==> config.mk <==
export PLATFORM = sky130hd
export DESIGN_NAME = regfile_writeback_sink
export DESIGN_NICKNAME = d
export VERILOG_FILES = /design/src/rtl/regfile_writeback_sink.sv
export SDC_FILE = /design/constraint.sdc
export NUM_CORES = 2
export LEC_CHECK = 0
export BUFFER_PORTS_ARGS = -buffer_cell sky130_fd_sc_hd__buf_2
export CAP_MARGIN = 25
export CORE_ASPECT_RATIO = 2
export CORE_MARGIN = 3
export CORE_UTILIZATION = 30
export DETAILED_ROUTE_END_ITERATION = 12
export SLEW_MARGIN = 20
export SYNTH_ARGS = -nofsm -noshare
export SYNTH_HDL_FRONTEND = slang
export SYNTH_SLANG_ARGS = --single-unit
==> constraint.sdc <==
create_clock -name clk -period 3 [get_ports clk]
set_clock_uncertainty 0.15 [all_clocks]
set_input_delay 0.6 -clock clk [delete_from_list [all_inputs] [get_ports clk]]
set_output_delay 0.6 -clock clk [all_outputs]
set_load 0.005 [all_outputs]
==> src/rtl/regfile_writeback_sink.sv <==
// ============================================================================
// Module   : regfile_writeback_sink
// Brief    : 32 x XLEN integer register file at the end of the writeback
//            stage. One synchronous write port fed by writeback and two
//            combinational read ports serving decode. x0 is hardwired to 0.
//
// Ports    : clk         - clock, all state changes on the rising edge
//            rst         - synchronous active-high reset
//            RegWrite_W  - write enable from writeback
//            Rd_W        - destination register index
//            Result_W    - write data (ALU / memory / PC+4 result)
//            A1_D        - decode source-1 index
//            A2_D        - decode source-2 index
//            RD1_D       - read data for A1_D (combinational)
//            RD2_D       - read data for A2_D (combinational)
//            WrCommit_W  - one-cycle pulse the cycle after a committed write
//
// Options  : REGFILE_WB_BYPASS_EN - when defined, a qualified write to the
//            index being read in the same cycle is forwarded from Result_W
//            to the read port, so decode never sees the stale value.
//
// Revision : 1.0 - initial release
// ============================================================================

`default_nettype none

module regfile_writeback_sink #(
    parameter int XLEN  = 32,
    parameter int NREGS = 32
) (
    input  logic                     clk,
    input  logic                     rst,
    input  logic                     RegWrite_W,
    input  logic [$clog2(NREGS)-1:0] Rd_W,
    input  logic [XLEN-1:0]          Result_W,
    input  logic [$clog2(NREGS)-1:0] A1_D,
    input  logic [$clog2(NREGS)-1:0] A2_D,
    output logic [XLEN-1:0]          RD1_D,
    output logic [XLEN-1:0]          RD2_D,
    output logic                     WrCommit_W
);

    localparam int c_AW = $clog2(NREGS);

    // Flattened view of the array; entry 0 is a constant, the rest are flops.
    logic [XLEN-1:0] w_rf [NREGS];

    // A write takes effect only outside reset and never for x0.
    logic w_wr_qual;
    assign w_wr_qual = RegWrite_W && !rst && (Rd_W != '0);

    // ------------------------------------------------------------------------
    // Storage
    // ------------------------------------------------------------------------
    generate
        for (genvar gi = 0; gi < NREGS; gi++) begin : g_reg
            if (gi == 0) begin : g_x0
                assign w_rf[gi] = '0;
            end else begin : g_xn
                logic [XLEN-1:0] r_q;

                always_ff @(posedge clk) begin
                    if (rst) begin
                        r_q <= '0;
                    end else if (w_wr_qual && (Rd_W == c_AW'(gi))) begin
                        r_q <= Result_W;
                    end
                end

                assign w_rf[gi] = r_q;
            end
        end
    endgenerate

    // ------------------------------------------------------------------------
    // Commit pulse: registered copy of the qualification, so back-to-back
    // writes naturally hold it high.
    // ------------------------------------------------------------------------
    logic r_wr_commit;

    always_ff @(posedge clk) begin
        if (rst) begin
            r_wr_commit <= 1'b0;
        end else begin
            r_wr_commit <= w_wr_qual;
        end
    end

    assign WrCommit_W = r_wr_commit;

    // ------------------------------------------------------------------------
    // Read ports
    // ------------------------------------------------------------------------
    logic [XLEN-1:0] w_rd1;
    logic [XLEN-1:0] w_rd2;

    always_comb begin
        w_rd1 = '0;
        // Outputs are held at zero while reset is asserted, regardless of
        // whatever the array happens to contain before the clearing edge.
        if (!rst && (A1_D != '0)) begin
            w_rd1 = w_rf[A1_D];
`ifdef REGFILE_WB_BYPASS_EN
            // w_wr_qual already excludes x0, so index 0 can never be bypassed.
            if (w_wr_qual && (Rd_W == A1_D)) begin
                w_rd1 = Result_W;
            end
`endif
        end
    end

    always_comb begin
        w_rd2 = '0;
        if (!rst && (A2_D != '0)) begin
            w_rd2 = w_rf[A2_D];
`ifdef REGFILE_WB_BYPASS_EN
            if (w_wr_qual && (Rd_W == A2_D)) begin
                w_rd2 = Result_W;
            end
`endif
        end
    end

    assign RD1_D = w_rd1;
    assign RD2_D = w_rd2;

endmodule

`default_nettype wire
# Word-level counts from Yosys, hierarchy flattened
# Cells that the tools add are included.
# classes
eq_ne	31
n_mux	8
bitwise	2
reduce_logical	39
magnitude_cmp	2
# op_table
cell	count
32-bit binary-select mux with 5-bit select	2
32-bit two-way mux	6
5-bit == test (second input constant)	16
5-bit by 4-bit == test with 1-bit output (second input constant)	8
1-bit logical AND	35
5-bit by 3-bit == test with 1-bit output (second input constant)	4
5-bit nonzero test	3
6-bit greater-or-equal comparator (second input constant)	2
5-bit NOT with 6-bit output	2
5-bit by 2-bit == test with 1-bit output (second input constant)	2
5-bit by 1-bit == test with 1-bit output (second input constant)	1
1-bit logical NOT	1
# totals
inputBits	50
out_inout_bits	65
reg_bits	993
wordCells	114

# Depth between registers and ports, before layout
# logic_depth
word_depth	5
ltp_mapped	10
mapped_depth_nobuf	5

# Worst setup path before layout
# No wires, ideal clock.
# synth_timing
kind	input to output
from	input A1_D[0]
to	output RD1_D[11]
t_arrival_ps	2196
slack_ps	54
stages	9
n_path_buf	4
required_time_ps	2250
path_cell_list	buf_2 buf_6 buf_6 buf_2 mux4_2 nand2_1 o21ai_0 a2bb2oi_1 nor2_1
# synth_via
elab_chain_len	5
elab_cells_between_ends	7
classes_between	4 x mux; 1 x bitwise; 2 x reduce/logical
# synth_lines
element	line_no	source
from (decl)	36	input logic [$clog2(NREGS)-1:0] A1_D,
5-bit NOT with 6-bit output (implied by the code)	102	w_rd1 = w_rf[A1_D];
32-bit binary-select mux with 5-bit select	102	
32-bit two-way mux (implied by the code) (2 in a row)	102	
32-bit two-way mux *	101	if (!rst && (A1_D != '0)) begin
to (decl)	38	output logic [XLEN-1:0] RD1_D,
# Every way passes the cells marked *; elsewhere a longest branch is shown, timed or not. The select of a mux whose other input is x is not followed.

# Final worst setup path
# layout_timing
from	input A2_D[0]
to	output RD2_D[21]
# layout_via
elab_chain_len	5
elab_cells_between_ends	7
classes_between	4 x mux; 1 x bitwise; 2 x reduce/logical
# layout_lines
element	line_no	source
from (decl)	37	input logic [$clog2(NREGS)-1:0] A2_D,
5-bit NOT with 6-bit output (implied by the code)	115	w_rd2 = w_rf[A2_D];
32-bit binary-select mux with 5-bit select	115	
32-bit two-way mux (implied by the code) (2 in a row)	115	
32-bit two-way mux *	114	if (!rst && (A2_D != '0)) begin
to (decl)	39	output logic [XLEN-1:0] RD2_D,
# Marks and branches as above.

==> flow_metrics.env <==
export IMPL_first_global_vias=48600
export IMPL_synth_seq_cells=993
export IMPL_internal_power_mw=21.4
export IMPL_synth_cells=6000
export IMPL_grtUsageTotal=0.252
export IMPL_ir_drop_mv=0.413
export IMPL_critPathBufInv=5
export IMPL_clock_path_buffers=3
export IMPL_criticalPathCategory="primary input to output port"
export IMPL_cap_violations=0
export IMPL_stdcell_count=8531
export IMPL_synth_cell_types=43
export IMPL_slew_headroom=0.409
export IMPL_drc=0
export IMPL_cts_sinks=993
export IMPL_synth_area_um2=51100
export IMPL_power_density_nw_per_um2=449
export IMPL_path_cells="buf_16, buf_16, buf_12, mux4_2, mux2_4, a211oi_2, buf_4, a31oi_1, buf_2"
export IMPL_setup_tns_ps=-10740
export IMPL_cp_required_ps=2250
export IMPL_vias=49600
export IMPL_sw_frac_of_total=0.263
export IMPL_synth_area_leaders="dfxtp_1, mux4_2, nand2_1"
export IMPL_drt_first_pass_iters=6
export IMPL_layout_commonest_cell="nand2_1"
export IMPL_clk_pin_slew_worst_paths_ps=70
export IMPL_clk_latency_ps=670
export IMPL_core_area_um2=169000
export IMPL_grt_start_max_net_pins=179
export IMPL_hp_class="primary input to register"
export IMPL_grt_overflow_total=0
export IMPL_path_delay_family="buffers and inverters"
export IMPL_setup_ws_ps=-255
export IMPL_dieWidth_um=298
export IMPL_slew_viol_final=0
export IMPL_synth_edf_count=0
export IMPL_drt_iter0_drc=5275
export IMPL_total_power_mw=29.0
export IMPL_io_pins=115
export IMPL_setup_viol=63
export IMPL_status="finished with violations"
export IMPL_syn_area_per_cell_um2=8.52
export IMPL_cts_root_buffer="clkbuf_16"
export IMPL_place_ws_ps=-757
export IMPL_crit_path_max_fanout=8
export IMPL_routed_wire_length_per_instance_um=27.3
export IMPL_drive_gt1_frac=0.275
export IMPL_wl_um=233000
export IMPL_path_common_cell="buf_16"
export IMPL_cp_start_kind="primary input"
export IMPL_cp_arrival_ps=2510
export IMPL_dieArea_um2=176000
export IMPL_syn_nets=6050
export IMPL_pwr_share_comb=0.123
export IMPL_period_minus_slack_ps=3260
export IMPL_nNetsFinal=6252
export IMPL_seq_area_frac_synth=0.389
export IMPL_synth_warning_count=0
export IMPL_gp_congestion=0.916
export IMPL_final_util=0.382
export IMPL_clockPowerShare=0.419
export IMPL_htreeDepth=3
export IMPL_max_freq_mhz=307
export IMPL_port_buffers=114
export IMPL_rows=213
export IMPL_mostFrequentLayoutCells="nand2_1, a21oi_1, dfxtp_1, mux4_2, buf_4"
export IMPL_cts_made_buffers=83
export IMPL_start_util=0.303
export IMPL_ant_nets=0
export IMPL_synth_async_reset_ratio=0
export IMPL_post_drt_via_cell_ratio=5.81
export IMPL_fin_crit_sh=1.09
export IMPL_slowest_delay_ps=500
export IMPL_final_hold_violation_count=0
export IMPL_tritoncts="built"
export IMPL_critPathCaptureType="output port"
export IMPL_rsz0062_at_grt="yes"
export IMPL_die_y_um=590
export IMPL_dp_cells=8248
export IMPL_netlist_area_leader_share=0.389
export IMPL_hold_buffers=0
export IMPL_area_delta_synth_final_pct=26.2
export IMPL_tightest_slew_ps=887
export IMPL_slowest_stage="mux4_2"
export IMPL_synth_ff_type="dfxtp_1"
export IMPL_yosysTopAreaCell="dfxtp_1"
export IMPL_dp_hpwl_um=147000
export IMPL_power_switching_mw=7.60
export IMPL_grt_pass1_wl_um=329000
export IMPL_antenna_found_initial=19
export IMPL_p_leak_nw=21.7
export IMPL_sequentialPowerShare=0.458
export IMPL_violations="setup timing"
-- worst paths after layout --
kind	from	end	slack [ps]	cells after the start
max reg2reg	g_reg[30].g_xn.r_q[14]$_SDFFE_PP0P_	g_reg[30].g_xn.r_q[14]$_SDFFE_PP0P_	2080	3
min	rst	g_reg[19].g_xn.r_q[31]$_SDFFE_PP0P_	90	2
min reg2reg	g_reg[13].g_xn.r_q[23]$_SDFFE_PP0P_	g_reg[13].g_xn.r_q[23]$_SDFFE_PP0P_	320	2
max	A2_D[0]	RD2_D[21]	-260	9
-- synth_stat cells (60+ instances only) --
master / count
nand2_1: 2067
a21oi_1: 1024
dfxtp_1: 993
clkbuf_1: 461
mux4_2: 388
mux2i_1: 172
mux2_2: 131
nor2_1: 113
buf_2: 100
a221oi_1: 65
a22oi_1: 65
a2bb2oi_1: 60
-- metal layers --
metal | vias up | GRT usage | wire, um
met5 | - | 0 | 80
li1 | 21300 | - | -
met3 | 1274 | 0.0514 | 22900
met1 | 23800 | 0.272 | 76100
met4 | 12 | 0.233 | 27000
met2 | 3155 | 0.413 | 106000
-- power by group through the flow --
stage	clock network (mW)	logic, mW	registers (mW)
after floorplan	0	1.52	13.6
after detailed placement	0	2.90	13.6
after global routing	12.6	3.67	13.3
final	12.1	3.57	13.3
after CTS	12.2	3.26	13.3
after global placement	0	2.88	13.6
-- final cells by class --
| type | count | area [um^2] |
|---|---|---|
| sequential | 993 | 19900 |
| fill | 16700 | 104000 |
| antenna | 9 | 22.5 |
| clock inverter | 27 | 394 |
| inverter | 15 | 56.3 |
| clock buffer | 121 | 2510 |
| tap | 2257 | 2820 |
| timing repair buffer | 740 | 8480 |
| multi-input combinational | 4369 | 30300 |
-- flip-flops by register name, indices dropped and copies added, names as in the netlist --
| register | cells |
|---|---|
| g.g_xn.r_q | 992 |
| WrCommit_W | 1 |
-- metrics by stage --
step	hold WS, ps	instance area (um^2)
2_1_floorplan	292	51100
3_3_place_gp	298	57700
3_5_place_dp	309	57700
4_1_cts	79.4	62900
5_1_grt	118	64500
6_report	94.1	64500
-- cell families after synthesis --
group	Yosys count	synth area share
and+or+nand+nor	2321	0.176
AOI/OAI and AO/OA	1357	0.149
muxes	691	0.233
buffers and inverters	638	0.0530
DFF	993	0.389
-- repair_timing --
action / CTS / global route
pin swaps: 45 / 78
gates cloned: 15 / 15
setup endpoints to repair: 64 / 64
gates resized for setup: 343 / 198
setup buffers: 53 / 56
Note: power is estimated with default switching activity, not from simulation.
